==> src/rtl/sigmoid_ALU_pkg.sv <==
// Shared types and constants for the sigmoid ALU neuron accumulator.
// The limits are for the default 14-bit accumulator.
package sigmoid_ALU_pkg;

    typedef enum logic [1:0] {
        IDLE  = 2'd0,
        ACCUM = 2'd1,
        DONE  = 2'd2
    } acc_state_t;

    localparam int         ACC_W_DEF = 14;
    localparam int         ACC_MAX   = 8191;
    localparam int         ACC_MIN   = -8192;
    localparam logic [3:0] ACT_MAX   = 4'd8;

endpackage

==> src/rtl/sigmoid_ALU_mac_saturate.sv <==
// Combinational MAC step: clamps the activation, multiplies it by the signed
// weight, and adds the product to the accumulator with saturation.
module sigmoid_ALU_mac_saturate
    import sigmoid_ALU_pkg::*;
#(
    parameter int ACC_W = 14
) (
    input  logic signed [ACC_W-1:0] acc,
    input  logic signed [3:0]       weight,
    input  logic        [3:0]       activation,
    output logic signed [ACC_W-1:0] acc_next
);

    localparam logic [ACC_W-1:0] SAT_HI = {1'b0, {(ACC_W-1){1'b1}}};
    localparam logic [ACC_W-1:0] SAT_LO = {1'b1, {(ACC_W-1){1'b0}}};

    logic [3:0]         act_clamp_s;
    logic signed [8:0]  weight_ext_s;
    logic signed [8:0]  act_ext_s;
    logic signed [8:0]  prod_s;
    logic [ACC_W:0]     sum_s;

    // Clamp, multiply, and saturating add; overflow is seen as a mismatch of the two top sum bits.
    always_comb begin
        if (activation > ACT_MAX) begin
            act_clamp_s = ACT_MAX;
        end else begin
            act_clamp_s = activation;
        end
        weight_ext_s = {{5{weight[3]}}, weight};
        act_ext_s    = {5'd0, act_clamp_s};
        prod_s       = weight_ext_s * act_ext_s;
        sum_s        = {acc[ACC_W-1], acc} + {{(ACC_W-8){prod_s[8]}}, prod_s};
        if (sum_s[ACC_W] != sum_s[ACC_W-1]) begin
            if (sum_s[ACC_W]) begin
                acc_next = SAT_LO;
            end else begin
                acc_next = SAT_HI;
            end
        end else begin
            acc_next = sum_s[ACC_W-1:0];
        end
    end

endmodule

==> src/rtl/sigmoid_alu_neuron_accumulator.sv <==
// Per-neuron multiply-accumulate front end: latches the bias, sums N_INPUTS
// weight x activation beats, then hands accum/bias downstream via valid/ready.
module sigmoid_alu_neuron_accumulator
    import sigmoid_ALU_pkg::*;
#(
    parameter int N_INPUTS = 784,
    parameter int ACC_W    = 14
) (
    input  logic                    clk,
    input  logic                    n_rst,
    input  logic                    start,
    input  logic signed [3:0]       bias_in,
    input  logic                    clear,
    input  logic                    in_valid,
    output logic                    in_ready,
    input  logic signed [3:0]       weight,
    input  logic        [3:0]       activation,
    output logic                    out_valid,
    input  logic                    out_ready,
    output logic signed [ACC_W-1:0] accum,
    output logic signed [3:0]       bias,
    output logic                    busy
);

    localparam logic [9:0] LAST_CNT = 10'(N_INPUTS - 1);

    acc_state_t              state_r;
    acc_state_t              state_next_s;
    logic [9:0]              cnt_r;
    logic signed [ACC_W-1:0] accum_r;
    logic signed [3:0]       bias_r;
    logic signed [ACC_W-1:0] acc_next_s;

    sigmoid_ALU_mac_saturate #(
        .ACC_W (ACC_W)
    ) u_mac (
        .acc        (accum_r),
        .weight     (weight),
        .activation (activation),
        .acc_next   (acc_next_s)
    );

    // State register; clear acts as the synchronous return to IDLE.
    always_ff @(posedge clk or negedge n_rst) begin
        if (!n_rst) begin
            state_r <= IDLE;
        end else begin
            state_r <= state_next_s;
        end
    end

    // Next-state decode; the last accepted beat is the one seen while the counter holds N_INPUTS-1.
    always_comb begin
        state_next_s = state_r;
        if (clear) begin
            state_next_s = IDLE;
        end else begin
            case (state_r)
                IDLE: begin
                    if (start) begin
                        state_next_s = ACCUM;
                    end else begin
                        state_next_s = IDLE;
                    end
                end
                ACCUM: begin
                    if (in_valid && (cnt_r == LAST_CNT)) begin
                        state_next_s = DONE;
                    end else begin
                        state_next_s = ACCUM;
                    end
                end
                DONE: begin
                    if (out_ready) begin
                        state_next_s = IDLE;
                    end else begin
                        state_next_s = DONE;
                    end
                end
                default: state_next_s = IDLE;
            endcase
        end
    end

    // Handshake outputs depend on the state register alone.
    always_comb begin
        in_ready  = (state_r == ACCUM);
        out_valid = (state_r == DONE);
        busy      = (state_r != IDLE);
    end

    // Datapath registers: bias latch, beat counter and saturating accumulator.
    always_ff @(posedge clk or negedge n_rst) begin
        if (!n_rst) begin
            cnt_r   <= 10'd0;
            accum_r <= {ACC_W{1'b0}};
            bias_r  <= 4'sd0;
        end else if (clear) begin
            cnt_r   <= 10'd0;
            accum_r <= {ACC_W{1'b0}};
            bias_r  <= 4'sd0;
        end else begin
            case (state_r)
                IDLE: begin
                    if (start) begin
                        cnt_r   <= 10'd0;
                        accum_r <= {ACC_W{1'b0}};
                        bias_r  <= bias_in;
                    end else begin
                        cnt_r   <= cnt_r;
                    end
                end
                ACCUM: begin
                    if (in_valid) begin
                        cnt_r   <= cnt_r + 10'd1;
                        accum_r <= acc_next_s;
                    end else begin
                        cnt_r   <= cnt_r;
                    end
                end
                default: begin
                    cnt_r <= cnt_r;
                end
            endcase
        end
    end

    assign accum = accum_r;
    assign bias  = bias_r;

endmodule
==> config.mk <==
export PLATFORM = sky130hd
export DESIGN_NAME = sigmoid_alu_neuron_accumulator
export DESIGN_NICKNAME = d
export VERILOG_FILES = /design/src/rtl/sigmoid_ALU_pkg.sv /design/src/rtl/sigmoid_ALU_mac_saturate.sv /design/src/rtl/sigmoid_alu_neuron_accumulator.sv
export SDC_FILE = /design/constraint.sdc
export NUM_CORES = 1
export LEC_CHECK = 0
export CAP_MARGIN = 20
export CORE_ASPECT_RATIO = 1.25
export CORE_MARGIN = 8
export CORE_UTILIZATION = 45
export CTS_CLUSTER_DIAMETER = 120
export CTS_CLUSTER_SIZE = 25
export DETAILED_ROUTE_END_ITERATION = 8
export GPL_TIMING_DRIVEN = 0
export PLACE_DENSITY = 0.79
export SLEW_MARGIN = 5
export SYNTH_ARGS = -nofsm -noshare
export SYNTH_HDL_FRONTEND = slang
export SYNTH_SLANG_ARGS = --single-unit
==> constraint.sdc <==
create_clock -name clk -period 7.7 [get_ports clk]
set_input_delay 1.925 -clock clk [delete_from_list [all_inputs] [get_ports clk]]
set_output_delay 1.925 -clock clk [all_outputs]
set_load 0.05 [all_outputs]
==> impl_metrics.toml <==
[outcome]
run_status = "finished clean"

[power]
p_sw_frac = 0.436
share_seq_of_total_power = 0.269
total_power_uw = 701
switching_power_uw = 306
irDropWorstVdd_mv = 0.0897
combPwrFrac = 0.541
power.share.clock = 0.190
power_density_of_the_placed_cells_nw_per_um2 = 210
power.static_leakage_nw = 1.59
internal_power_uw = 395

[detailed_routing]
routed-via-count = 2359
routed_via_density = 5.46
met1_length_mm = 2.69
drt-wirelength-per-cell_um = 14.9
wl_met2_mm = 3.33
detail_route.first_pass.iterations = 4
route.final.wire_length_mm = 6.43
route.antenna.remaining_nets = 0
dr_wl_met3_um = 289
drt_drc_violations_left = 0
top_layer = "met4"
iteration_0_drc_markers = 142

[clocking]
max-clock-path-buffers = 2
clk_transition_reported_paths_ns = 0.07
post_cts_setup_buffer_count = 0
postCtsResizedCells = 0
tritoncts = "yes"
total_cts_buffers = 5
ctsHoldBuffers = 0
level_count_of_the_clock_h_tree = 2
cts_root_buffer = "sky130_fd_sc_hd__clkbuf_8"
clkSinkCount = 30
clock_insertion_delay_worst_skew_ns = 0.28

[grt]
grt_pass1_wl_mm = 11.0
grt_max_degree = 21
total_routing_resource_utilization_after_global_routing = 0.153
overflow = 0
vias_in_the_first_global_route = 2417
number_of_antenna_violations_at_the_first_check_in_global_routing = 0

[layout]
area_delta_synth_final_pct = 21.2
layout_commonest_cell = "sky130_fd_sc_hd__clkdlybuf4s50_1"
post_route_cells_drive_above_1_share = 0.0663
final_util = 0.552
antenna_cells_inserted = 0
layout_fillers = 540
finish.net_count = 411
most-common-layout-cells = "sky130_fd_sc_hd__clkdlybuf4s50_1 (37), sky130_fd_sc_hd__ha_1 (35), sky130_fd_sc_hd__o21ai_0 (30), sky130_fd_sc_hd__dfrtp_1 (30), sky130_fd_sc_hd__inv_1 (29)"

[flow_run]
max_cap_viol_count = 0

[logic_synthesis]
synth_enable_flop_cells = 0
mapped_nets = 366
ys_async_sr_fraction = 1.00
ys_ff_latch = 30
synthesis.yosys.warnings = 0
count_of_distinct_cell_types_in_the_synthesized_netlist = 45
synth_sequential_area_ratio = 0.273
yosys.area.top_type_share = 0.273
ys.flop_type = "sky130_fd_sc_hd__dfrtp_1"
post-synth-top-area-cell = "sky130_fd_sc_hd__dfrtp_1"
syn_area_per_cell_um2 = 9.14
mappedNetlistArea_um2 = 2750
netlist_instances = 301
synth.top_cells.by_area = "sky130_fd_sc_hd__dfrtp_1 (27%), sky130_fd_sc_hd__ha_1 (16%), sky130_fd_sc_hd__fa_1 (8.7%)"

[sta]
final.hold.worst_slack_ns = 0.485
timing.fmax_ghz = 0.160
setup_viol_count_final = 0
min_tclk_post_route_ns = 6.26
setup_repair_after_global_routing_missed_its_margin = "no"
timing_max_transition_violations_final = 0
hold_viol_final = 0
timing.clock.skew_ns = 0.00548
worstMarginPinSlew_ns = 0.625
final.period_utilization = 0.813
timing.setup.tns_ns = 0
relSlewSlack = 0.582

[floorplanning]
die_area_um2 = 8890
effective_utilization_at_floorplan = 0.455
pin_count = 39
die_h_um = 103
num_rows = 32
floorplan.die.width_um = 85.9
core_region_area_um2 = 6050

[setup_path]
setup.worst_path.class = "in -> reg"
arrival_ns = 6.40
timing.critical_path.required_ns = 7.85
regToRegEndpoint = "accum[12]"
worstPathMaxFanout = 10
endpoint_kind = "flop"
r2r_cells = 13
setup.reg_to_reg.worst_slack_ns = 3.71
crit-reg2reg-launch = "accum[3]"
startpoint_type = "input pin"

[min_path]
holdPathEnd = "cnt_r[9]"
hold_path.startpoint = "cnt_r[9]"
min_path_type = "reg -> reg"
hold-path-cell-count = 1

[placed_design]
gp_routability_congestion = 0.798
count_of_port_buffers_added_during_placement = 37
place.detailed.hpwl_mm = 5.12
## worst max-delay path by stage
stage / startpoint / end / slack, ns / cells after the start
global placement: weight[3] / accum[12] / 1.20 / 16
finish: weight[3] / accum[12] / 1.44 / 16
global route: weight[3] / accum[10] / 1.12 / 15
detailed placement: weight[3] / accum[12] / 1.13 / 16
floorplan: activation[0] / accum[12] / 2.14 / 14
CTS: weight[3] / accum[12] / 1.41 / 16
## registers in the layout, indices dropped and copies added, names as in the netlist
name / cells
accum: 14
cnt_r: 10
bias: 4
state_r: 2
## synth_stat cells, types with 2 or more instances
master                     count
sky130_fd_sc_hd__a21o_1        6
sky130_fd_sc_hd__a21oi_1      11
sky130_fd_sc_hd__a31oi_1      15
sky130_fd_sc_hd__and2_1       11
sky130_fd_sc_hd__and3_1        5
sky130_fd_sc_hd__buf_6         3
sky130_fd_sc_hd__clkbuf_1      4
sky130_fd_sc_hd__dfrtp_1      30
sky130_fd_sc_hd__fa_1         12
sky130_fd_sc_hd__ha_1         35
sky130_fd_sc_hd__inv_1        29
sky130_fd_sc_hd__mux2i_1       6
sky130_fd_sc_hd__nand2_1      21
sky130_fd_sc_hd__nand2b_1      6
sky130_fd_sc_hd__nand3_1       4
sky130_fd_sc_hd__nand4_1       5
sky130_fd_sc_hd__nor2_1       18
sky130_fd_sc_hd__nor2b_1       6
sky130_fd_sc_hd__nor3_1        3
sky130_fd_sc_hd__o21ai_0      30
sky130_fd_sc_hd__o311ai_1      2
sky130_fd_sc_hd__o31ai_1       9
sky130_fd_sc_hd__or2_2         2
sky130_fd_sc_hd__or3b_2        2
sky130_fd_sc_hd__xnor2_1       5
sky130_fd_sc_hd__xor2_1        2
## worst max-delay path, cell delays in order
cell                              delay [ns]
sky130_fd_sc_hd__clkdlybuf4s50_1        0.76
sky130_fd_sc_hd__inv_1                  0.18
sky130_fd_sc_hd__nor2_1                 0.19
sky130_fd_sc_hd__fa_1                   0.43
sky130_fd_sc_hd__fa_1                   0.52
sky130_fd_sc_hd__inv_1                  0.06
sky130_fd_sc_hd__fa_1                   0.53
sky130_fd_sc_hd__inv_1                  0.04
sky130_fd_sc_hd__ha_1                   0.21
sky130_fd_sc_hd__a21oi_1                0.21
sky130_fd_sc_hd__o21ai_1                0.16
sky130_fd_sc_hd__a2111oi_4              0.48
sky130_fd_sc_hd__nor3_2                 0.11
sky130_fd_sc_hd__buf_6                  0.16
sky130_fd_sc_hd__o32ai_1                0.30
sky130_fd_sc_hd__a31oi_1                0.13
## power by group through the flow
stage / clock [mW] / combinational [mW] / sequential, mW
after floorplan: 0 / 0.229 / 0.237
after global placement: 0 / 0.369 / 0.192
after detailed placement: 0 / 0.380 / 0.192
after CTS: 0.134 / 0.381 / 0.189
after global routing: 0.142 / 0.423 / 0.191
final: 0.133 / 0.380 / 0.189
## per-stage QoR
step | area [µm²] | worst slack (ns) | instances
final | 3330 | 1.44 | 432
after global routing | 3330 | 1.12 | 432
after CTS | 3330 | 1.41 | 432
after detailed placement | 3240 | 1.13 | 424
after global placement | 3230 | 1.20 | 423
after floorplan | 2750 | 2.14 | 301
## per-layer routing
metal  vias to the layer above  GRT usage
li1                       1162          -
met1                      1129      0.176
met2                        58      0.278
met3                        10     0.0277
met4                         0     0.0568
met5                         -          0
## logic make-up after synthesis
logic type,after synthesis,synth area share
compound gates,85,0.201
fa+ha+maj,47,0.246
buf+inv,37,0.0591
mux,6,0.0218
xor+xnor,7,0.0223
flops,30,0.273
simple gates,89,0.176
## cell type report
type                            instances  area (µm²)  share of cell area
Timing Repair Buffer                   38         385               0.116
Sequential cell                        30         751               0.225
Buffer                                  8        53.8              0.0161
Clock buffer                            7        86.3              0.0259
Tap cell                               85         106              0.0319
Multi-Input combinational cell        234        1840               0.551
Clock inverter                          1        5.00             0.00150
Inverter                               29         109              0.0326
(Power assumes the default switching activity.)
